--- src/rtl/ysyx_22041071_rd_arb_pkg.sv ---
// rtl/ysyx_22041071_rd_arb_pkg.sv - shared types and constants for the read-request arbiter
//
// Purpose : FSM state encoding, transfer size codes, AXI response codes,
//           requester ownership codes, default AXI IDs and the alignment
//           check used at request acceptance.
// Ports   : none (package).

package ysyx_22041071_rd_arb_pkg;

   typedef enum logic [1:0] {
      ST_IDLE = 2'd0,
      ST_ADDR = 2'd1,
      ST_DATA = 2'd2,
      ST_RESP = 2'd3
   } rd_state_e;

   // Transfer size codes (log2 of the byte count)
   localparam logic [1:0] SZ_B = 2'b00;
   localparam logic [1:0] SZ_H = 2'b01;
   localparam logic [1:0] SZ_W = 2'b10;
   localparam logic [1:0] SZ_D = 2'b11;

   // AXI read response codes
   localparam logic [1:0] RESP_OKAY   = 2'b00;
   localparam logic [1:0] RESP_EXOKAY = 2'b01;
   localparam logic [1:0] RESP_SLVERR = 2'b10;
   localparam logic [1:0] RESP_DECERR = 2'b11;

   // Requester ownership / last-grant encoding
   localparam logic OWN_IFU = 1'b0;
   localparam logic OWN_LSU = 1'b1;

   // Default AXI IDs per requester
   localparam int unsigned IFU_ID_DEF = 0;
   localparam int unsigned LSU_ID_DEF = 1;

   // An access is misaligned when the address is not a multiple of 2^size.
   // Only the low three address bits matter for sizes up to a doubleword.
   function automatic logic is_misaligned(input logic [2:0] addr_lo, input logic [1:0] size);
      logic v;
      case (size)
         SZ_B:    v = 1'b0;
         SZ_H:    v = addr_lo[0];
         SZ_W:    v = |addr_lo[1:0];
         default: v = |addr_lo;
      endcase
      return v;
   endfunction

endpackage

--- src/rtl/ysyx_22041071_load_align.sv ---
// rtl/ysyx_22041071_load_align.sv - beat shift, load extension and instruction select
//
// Purpose : Combinational alignment of a returned 64-bit read beat.
//           Loads are shifted down by the byte offset, then sign- or
//           zero-extended from the access size. Fetches pick the 32-bit
//           half selected by address bit 2.
// Ports   : i_beat      - raw beat from the bridge (bytes in place)
//           i_addr_lo   - low three bits of the access address
//           i_size      - access size code (B/H/W/D)
//           i_unsigned  - 1 = zero-extend, 0 = sign-extend
//           o_load      - aligned, extended load data
//           o_inst      - instruction word for fetches

module ysyx_22041071_load_align
   import ysyx_22041071_rd_arb_pkg::*;
(
   input  logic [63:0] i_beat,
   input  logic [2:0]  i_addr_lo,
   input  logic [1:0]  i_size,
   input  logic        i_unsigned,
   output logic [63:0] o_load,
   output logic [31:0] o_inst
);

   logic [63:0] w_sh;
   logic        w_sign;

   assign w_sh = i_beat >> {i_addr_lo, 3'b000};

   always_comb begin
      o_load = w_sh;
      w_sign = 1'b0;
      case (i_size)
         SZ_B: begin
            w_sign = ~i_unsigned & w_sh[7];
            o_load = {{56{w_sign}}, w_sh[7:0]};
         end
         SZ_H: begin
            w_sign = ~i_unsigned & w_sh[15];
            o_load = {{48{w_sign}}, w_sh[15:0]};
         end
         SZ_W: begin
            w_sign = ~i_unsigned & w_sh[31];
            o_load = {{32{w_sign}}, w_sh[31:0]};
         end
         default: begin
            o_load = w_sh;
         end
      endcase
   end

   assign o_inst = i_addr_lo[2] ? i_beat[63:32] : i_beat[31:0];

endmodule

--- src/rtl/ysyx_22041071_axi_rd_arb.sv ---
// rtl/ysyx_22041071_axi_rd_arb.sv - IFU/LSU read-request arbiter and response aligner
//
// Purpose : Round-robin arbitration between single-beat IFU fetches and
//           LSU loads, issue of one request at a time to the AXI read
//           bridge, and return of an aligned one-cycle response to the
//           owning requester. Misaligned requests are answered with an
//           error without touching the bus.
// Ports   : clk, reset_n          - clock, synchronous active-low reset
//           ifu_req_*             - fetch request (valid/addr/ready)
//           ifu_resp_*            - fetch response pulse (valid/inst/err)
//           lsu_req_*             - load request (valid/addr/size/unsigned/ready)
//           lsu_resp_*            - load response pulse (valid/data/err)
//           dn_ar_valid/ready     - request handshake to the bridge
//           dn_id/addr/len/size   - request fields, held through the handshake
//           dn_r_valid/data/resp  - returned beat from the bridge

module ysyx_22041071_axi_rd_arb
   import ysyx_22041071_rd_arb_pkg::*;
#(
   parameter int          ADDR_W = 64,
   parameter int          DATA_W = 64,
   parameter int          ID_W   = 4,
   parameter int unsigned IFU_ID = IFU_ID_DEF,
   parameter int unsigned LSU_ID = LSU_ID_DEF
)(
   input  logic              clk,
   input  logic              reset_n,

   input  logic              ifu_req_valid,
   input  logic [ADDR_W-1:0] ifu_req_addr,
   output logic              ifu_req_ready,
   output logic              ifu_resp_valid,
   output logic [31:0]       ifu_resp_inst,
   output logic              ifu_resp_err,

   input  logic              lsu_req_valid,
   input  logic [ADDR_W-1:0] lsu_req_addr,
   input  logic [1:0]        lsu_req_size,
   input  logic              lsu_req_unsigned,
   output logic              lsu_req_ready,
   output logic              lsu_resp_valid,
   output logic [63:0]       lsu_resp_data,
   output logic              lsu_resp_err,

   output logic              dn_ar_valid,
   input  logic              dn_ar_ready,
   output logic [ID_W-1:0]   dn_id,
   output logic [ADDR_W-1:0] dn_addr,
   output logic [7:0]        dn_len,
   output logic [1:0]        dn_size,
   input  logic              dn_r_valid,
   input  logic [DATA_W-1:0] dn_r_data,
   input  logic [1:0]        dn_r_resp
);

   localparam logic [ID_W-1:0] W_IFU_ID = ID_W'(IFU_ID);
   localparam logic [ID_W-1:0] W_LSU_ID = ID_W'(LSU_ID);

   rd_state_e         r_state;
   rd_state_e         w_state_nxt;

   logic              r_last_grant;
   logic              r_owner;
   logic [ADDR_W-1:0] r_addr;
   logic [1:0]        r_size;
   logic              r_unsigned;
   logic [63:0]       r_data;
   logic              r_err;

   logic              w_gnt_ifu;
   logic              w_gnt_lsu;
   logic              w_accept;
   logic [ADDR_W-1:0] w_acc_addr;
   logic [1:0]        w_acc_size;
   logic              w_misalign;
   logic              w_bus_err;
   logic [63:0]       w_load;
   logic [31:0]       w_inst;

   // On a tie the requester that did not win last time is served.
   assign w_gnt_lsu  = lsu_req_valid & (~ifu_req_valid | (r_last_grant == OWN_IFU));
   assign w_gnt_ifu  = ifu_req_valid & ~w_gnt_lsu;
   assign w_accept   = (r_state == ST_IDLE) & (w_gnt_ifu | w_gnt_lsu);

   assign w_acc_addr = w_gnt_lsu ? lsu_req_addr : ifu_req_addr;
   assign w_acc_size = w_gnt_lsu ? lsu_req_size : SZ_W;
   assign w_misalign = is_misaligned(w_acc_addr[2:0], w_acc_size);

   assign w_bus_err  = (dn_r_resp == RESP_SLVERR) | (dn_r_resp == RESP_DECERR);

   assign dn_len     = 8'd0;

   ysyx_22041071_load_align u_align (
      .i_beat     (dn_r_data),
      .i_addr_lo  (r_addr[2:0]),
      .i_size     (r_size),
      .i_unsigned (r_unsigned),
      .o_load     (w_load),
      .o_inst     (w_inst)
   );

   always_ff @(posedge clk) begin
      if (!reset_n) begin
         r_state <= ST_IDLE;
      end else begin
         r_state <= w_state_nxt;
      end
   end

   // Next state and all state-decoded outputs. Request fields are only
   // presented while the request is outstanding so idle outputs read 0.
   always_comb begin
      w_state_nxt    = r_state;
      ifu_req_ready  = 1'b0;
      lsu_req_ready  = 1'b0;
      ifu_resp_valid = 1'b0;
      ifu_resp_inst  = '0;
      ifu_resp_err   = 1'b0;
      lsu_resp_valid = 1'b0;
      lsu_resp_data  = '0;
      lsu_resp_err   = 1'b0;
      dn_ar_valid    = 1'b0;
      dn_id          = '0;
      dn_addr        = '0;
      dn_size        = '0;
      case (r_state)
         ST_IDLE: begin
            // Readies are masked during reset so nothing is accepted then.
            ifu_req_ready = reset_n & w_gnt_ifu;
            lsu_req_ready = reset_n & w_gnt_lsu;
            if (w_accept) begin
               w_state_nxt = w_misalign ? ST_RESP : ST_ADDR;
            end
         end
         ST_ADDR: begin
            dn_ar_valid = 1'b1;
            dn_id       = (r_owner == OWN_LSU) ? W_LSU_ID : W_IFU_ID;
            dn_addr     = r_addr;
            dn_size     = r_size;
            if (dn_ar_ready) begin
               w_state_nxt = ST_DATA;
            end
         end
         ST_DATA: begin
            if (dn_r_valid) begin
               w_state_nxt = ST_RESP;
            end
         end
         ST_RESP: begin
            if (r_owner == OWN_LSU) begin
               lsu_resp_valid = 1'b1;
               lsu_resp_data  = r_data;
               lsu_resp_err   = r_err;
            end else begin
               ifu_resp_valid = 1'b1;
               ifu_resp_inst  = r_data[31:0];
               ifu_resp_err   = r_err;
            end
            w_state_nxt = ST_IDLE;
         end
         default: begin
            w_state_nxt = ST_IDLE;
         end
      endcase
   end

   always_ff @(posedge clk) begin
      if (!reset_n) begin
         r_last_grant <= OWN_IFU;
         r_owner      <= OWN_IFU;
         r_addr       <= '0;
         r_size       <= '0;
         r_unsigned   <= 1'b0;
         r_data       <= '0;
         r_err        <= 1'b0;
      end else begin
         case (r_state)
            ST_IDLE: begin
               if (w_accept) begin
                  r_owner      <= w_gnt_lsu;
                  r_last_grant <= w_gnt_lsu;
                  r_addr       <= w_acc_addr;
                  r_size       <= w_acc_size;
                  r_unsigned   <= w_gnt_lsu & lsu_req_unsigned;
                  // A misaligned request goes straight to RESP with
                  // zero data and the error flag already set.
                  r_data       <= '0;
                  r_err        <= w_misalign;
               end
            end
            ST_DATA: begin
               if (dn_r_valid) begin
                  r_data <= (r_owner == OWN_LSU) ? w_load : {32'd0, w_inst};
                  r_err  <= w_bus_err;
               end
            end
            default: begin
            end
         endcase
      end
   end

endmodule

--- config.mk ---
export PLATFORM = sky130hd
export DESIGN_NAME = ysyx_22041071_axi_rd_arb
export DESIGN_NICKNAME = d
export VERILOG_FILES = /design/src/rtl/ysyx_22041071_rd_arb_pkg.sv /design/src/rtl/ysyx_22041071_load_align.sv /design/src/rtl/ysyx_22041071_axi_rd_arb.sv
export SDC_FILE = /design/constraint.sdc
export NUM_CORES = 1
export LEC_CHECK = 0
export ABC_AREA = 1
export CAP_MARGIN = 0
export CORE_ASPECT_RATIO = 1.4
export CORE_UTILIZATION = 25
export DETAILED_ROUTE_END_ITERATION = 8
export HOLD_SLACK_MARGIN = 0.02
export PLACE_DENSITY = 0.53
export SYNTH_ARGS = -nofsm -noshare
export SYNTH_HDL_FRONTEND = slang
export SYNTH_SLANG_ARGS = --single-unit
--- constraint.sdc ---
create_clock -name clk -period 1.8 [get_ports clk]
set_input_delay 0.54 -clock clk [delete_from_list [all_inputs] [get_ports clk]]
set_output_delay 0.54 -clock clk [all_outputs]
set_load 0.03 [all_outputs]
; ---- Word level (Yosys, flattened, before mapping)
; Index checks and enable logic that the tools add are counted.
[classes]
n_eq_ne = 12
n_bitwise = 16
muxes = 36
n_reduce_logical = 9
shifts = 1
[op_table]
columns = op, n
row1 = two-way mux 64 bit, 7
row2 = case mux 64 bit (3 select lines), 1
row3 = case mux 64 bit (2 select lines), 1
row4 = two-way mux 32 bit, 3
row5 = >> shifter 64 x 6 -> 64 bit, 1
row6 = two-way mux 1 bit, 15
row7 = equality test 2 bit (second input constant), 6
row8 = two-way mux 2 bit, 6
row9 = AND 1 bit, 9
row10 = case mux 2 bit (4 select lines), 1
row11 = equality test 2 x 1 -> 1 bit (second input constant), 3
row12 = zero test 2 bit, 3
row13 = != test 2 bit (second input constant), 3
row14 = AND reduction 3 bit, 2
row15 = inverter 1 bit, 4
row16 = bitwise OR 1 bit, 3
row17 = case mux 1 bit (3 select lines), 1
row18 = OR reduction 3 bit, 1
row19 = case mux 1 bit (2 select lines), 1
row20 = AND reduction 2 bit, 1
row21 = nonzero test 2 bit, 1
row22 = OR reduction 2 bit, 1
[word_totals]
ff_bits = 135
inputBits = 203
out_inout_bits = 181
word_cells = 81

; ---- Logic depth before layout (Yosys ltp)
[depth]
word_depth = 9
mapped_depth = 13
mapped_depth_nobuf = 10

; ---- Modules after synthesis
; From an unflattened synthesis, not the netlist that was laid out.
[hier_totals]
hier_cells = 1706
hier_area_um2 = 9805.7
[modules_own_cells]
columns = module, instances, cells_per_inst, area_per_inst_um2, seq_area_each_um2
row1 = ysyx_22041071_axi_rd_arb, 1, 1148, 7118.1, 2702.6
row2 = ysyx_22041071_load_align, 1, 558, 2687.6, 0.0

; ---- Worst setup path before layout
; OpenSTA, ideal clock, no wires.
[synth_timing]
kind = input -> output
from = input ifu_req_valid
to = output ifu_req_ready
path_stages = 5
n_path_buf = 1
t_arrival_ps = 1862
path_slack_ps = -602
required_ps = 1260
path_cell_list = nand2_2 -> nand2_4 -> inv_2 -> clkbuf_1 -> nor4_1
[synth_via]
elab_chain_len = 7
[synth_rtl]
columns = item, line_no
row1 = "start, declared", ysyx_22041071_axi_rd_arb.sv:29  ; input logic ifu_req_valid,
row2 = inverter 1 bit, ysyx_22041071_axi_rd_arb.sv:81  ; assign w_gnt_lsu = lsu_req_valid & (~ifu_req_valid | (r_last_grant == OWN_IFU));
row3 = bitwise OR 1 bit, ysyx_22041071_axi_rd_arb.sv:81
row4 = AND 1 bit, ysyx_22041071_axi_rd_arb.sv:81
row5 = inverter 1 bit, ysyx_22041071_axi_rd_arb.sv:82  ; assign w_gnt_ifu = ifu_req_valid & ~w_gnt_lsu;
row6 = AND 1 bit *, ysyx_22041071_axi_rd_arb.sv:82
row7 = AND 1 bit *, ysyx_22041071_axi_rd_arb.sv:129  ; ifu_req_ready = reset_n & w_gnt_ifu;
row8 = two-way mux 1 bit *, ysyx_22041071_axi_rd_arb.sv:126  ; case (r_state)
row9 = "end, declared", ysyx_22041071_axi_rd_arb.sv:31  ; output logic ifu_req_ready,
; Every way passes the cells marked *; elsewhere a longest branch is shown, timed or not.

; ---- Final worst setup path
[layout_timing]
from = register r_state[1]
to = output lsu_resp_data[37]
[layout_via]
elab_chain_len = 2
[layout_rtl]
columns = item, line_no
row1 = "start, declared", ysyx_22041071_axi_rd_arb.sv:59  ; rd_state_e r_state;
row2 = "start signal, assigned", ysyx_22041071_axi_rd_arb.sv:106  ; r_state <= w_state_nxt;
row3 = equality test 2 bit, ysyx_22041071_axi_rd_arb.sv:126
row4 = two-way mux 64 bit, ysyx_22041071_axi_rd_arb.sv:126
row5 = "end, declared", ysyx_22041071_axi_rd_arb.sv:42  ; output logic [63:0] lsu_resp_data,
; No other way between the ends.

==> impl_metrics.yaml <==
clocking:
  numCtsBuffers: 17
  clkSlewWorstSetupHoldPaths_ns: 0.06
  clock-root-buffer: "sky130_fd_sc_hd__clkbuf_16"
  worstSkewPairLatency_ns: 0.44
  cts.htree.levels: 4
  cts_buffer_depth: 2
  cts_sinks: 135
  cts_tree: "built"
critical_path:
  reg2regPathDepth: 8
  worst_setup_path_end_kind: "output port"
  path_class: "reg2out"
  crit_fanout: 26
  cp_num_buf_inv: 2
  worstReg2RegStart: "r_state[0]$_SDFFE_PN0P_"
  cp_top_family: "flip-flops"
  setup.worst_path.start: "r_state[1]$_SDFFE_PN0P_"
  critical_path_depth_in_cells: 5
  worst_ep_required_time_ns: 1.26
  critical_path.startpoint_type: "flop"
  crit_arrival_ns: 1.65
  worstPathCellList: "ha_4, nand2_8, buf_16, nor2_4, buf_12"
  critical_path_slowest_stage_cell: "sky130_fd_sc_hd__dfxtp_4"
  critical_path.max_stage_delay_ns: 0.37
layout:
  post-route-cell-area_mm2: 0.0169
  layoutNonFillerInstCount: 2632
  finalNetCount: 2303
  final_core_utilization_pct: 43.8
  filler_cell_count: 4101
  seq_area_mm2: 0.00272
  multiInputGateArea_mm2: 0.00618
  post_route_cells_drive_above_1_share_pct: 26.6
  synthToLayoutAreaGrowth_pct: 72.5
floorplan:
  core-area_mm2: 0.0385
  design.die.area_mm2: 0.0399
  chip_height_um: 236
  i_o_pin_count: 384
  initial_core_util_pct: 25.4
  die_width_um: 169
  std_cell_rows: 85
worst_hold_path:
  timing.hold.worst.class: "reg2reg"
  hold_path_depth: 2
  hold_path_startpoint: "r_data[1]$_SDFFE_PN0P_"
sta:
  final_count_of_negative_setup_slack_endpoints: 176
  slew-limit-headroom_pct: 55.8
  fin_skew_ns: 0.00722
  transition_at_the_pin_with_the_smallest_max_transition_slack_ns: 0.663
  grt_setup_unrepaired: "true"
  hold_slack_ns: 0.463
  finalSetupTns_ns: -54.83
  fmax_mhz: 456
  post-route-min-period_ns: 2.19
  slew_violations: 0
  number_of_hold_slack_violations_in_the_final_timing_report: 0
  worst_slack_ns: -0.395
  final_worst_path_period_share_pct: 122
synthesis:
  synthCells: 1680
  yosys.cell_types.count: 36
  synth_seq_area_share_pct: 27.6
  synthesized_area_per_cell_um2: 5.82
  netlist_area_mm2: 0.00978
  postSynthRegisterBits: 135
  ys.warnings.count: 0
drt:
  drt_pre_antenna_iters: 5
  vias: 12496
  drc: 0
  wire_per_inst_um: 17.0
  via_density_per_instance: 4.75
  antenna_left: 0
  wl_um: 44800
  violation_count_after_the_first_detailed_route_iteration: 626
status:
  run_status: "finished with violations"
  violations_in_the_final_reports: "setup timing"
global_route:
  grtUsageTotal_pct: 22.2
  grt_overflow: 0
  wire_length_of_the_first_global_routing_pass_um: 68200
  number_of_global_route_vias_before_repair: 12025
  pin_count_of_the_biggest_net_entering_global_routing: 88
  antenna_found_initial: 6
power:
  finalPower_mw: 19.7
  max-vdd-ir-drop_mv: 0.644
  static-leakage-power_nw: 7.23
  p_per_area_mw_per_mm2: 1170
placed_design:
  hpwlAfterDp_um: 32900
  gp_congestion: 0.884
  detailed_place.area_mm2: 0.0155
  place_ws_ns: -0.589
  dp_cells: 2586
  portBuffers: 371
job:
  maxCapViolations: 0
## power breakdown
part	total, mW	internal, mW	switching (mW)	leakage, nW
combinational	12.1	4.86	7.21	5.85
sequential	4.11	3.69	0.415	1.11
clock	3.57	2.05	1.52	0.271
## path summary, 6_finish.rpt
kind	end	slack, ns
setup / recovery	lsu_resp_data[37]	-0.39
hold / removal	r_data[1]$_SDFFE_PN0P_	0.46
setup reg to reg	r_addr[11]$_SDFFE_PN0P_	-0.05
hold reg to reg	r_data[1]$_SDFFE_PN0P_	0.46
## Yosys cell counts (all sizes together)
cell,n,area share [%]
inv,188,7.2
a21oi,130,7.5
o21ai,146,8.2
clkinv,1,0.051
nor4,1,0.064
or2,1,0.064
o211ai,23,1.8
o31ai,3,0.23
nand2,588,23
a211oi,2,0.15
buf,85,5.1
clkbuf,62,2.4
dfxtp,135,28
ha,4,0.51
conb,1,0.038
a31oi,82,5.2
nand3,103,5.7
o211a,1,0.10
nor3,2,0.10
nor2,115,4.4
nand4,7,0.45
## kinds of logic (layout without fill, tap and decap cells)
kind of cell	after synthesis	in the layout	share of synthesized area, %
flip-flops	135	135	27.6
AND/OR/NAND/NOR	817	817	33.7
AO/OA/AOI/OAI	387	387	23.2
buffers and inverters	336	755	14.9
other	1	12	0.0383
adder cells (fa/ha/maj)	4	4	0.512
## registers in the layout, indices dropped and copies added, names as in the netlist
signal / count
r_state: 2
r_size: 2
r_err: 1
r_owner: 1
r_unsigned: 1
r_data: 64
r_addr: 64
## worst min-delay path, delay by kind of cell, from the launching register on
family             cells  cell delay, ns
DFF                    1            0.31
and+or+nand+nor        1            0.06
AOI/OAI and AO/OA      1            0.05
## placed cells by master (no fill, tap or decap), types with 74 or more instances in the layout
cell type,synthesis,routed
sky130_fd_sc_hd__a21oi_1,108,108
sky130_fd_sc_hd__nand3_1,96,96
sky130_fd_sc_hd__nand2_1,579,572
sky130_fd_sc_hd__inv_1,181,128
sky130_fd_sc_hd__buf_12,2,85
sky130_fd_sc_hd__buf_4,15,165
sky130_fd_sc_hd__clkdlybuf4s50_1,0,193
sky130_fd_sc_hd__a31oi_1,82,81
sky130_fd_sc_hd__dfxtp_1,135,129
sky130_fd_sc_hd__o21ai_0,121,115
sky130_fd_sc_hd__buf_6,4,74
## layer usage
metal  GRT usage [%]  part of all wire, %  wire, µm
met5               0                 0.12        52
met4            7.81                  2.7      1220
met3            5.86                  7.5      3370
met2            40.5                   52     23100
met1            24.3                   38     17100
## what timing repair did
| action | in CTS | in global routing |
|---|---|---|
| cloned | 4 | 2 |
| hold endpoints to repair | 0 | 0 |
| setup buffers | 5 | 2 |
| resized for setup | 126 | 51 |
| pin swaps | 4 | 0 |
| hold buffers | 0 | 0 |
| endpoints found under the setup margin | 274 | 282 |
## cell type report
class / count / area share (%)
Multi-Input combinational cell: 1219 / 36.6
Clock buffer: 19 / 2.57
Inverter: 189 / 4.24
Sequential cell: 135 / 16.1
Antenna cell: 1 / 0.0148
Tap cell: 522 / 3.87
Clock inverter: 13 / 0.875
Timing Repair Buffer: 534 / 35.7
(Power assumes the default switching activity.)
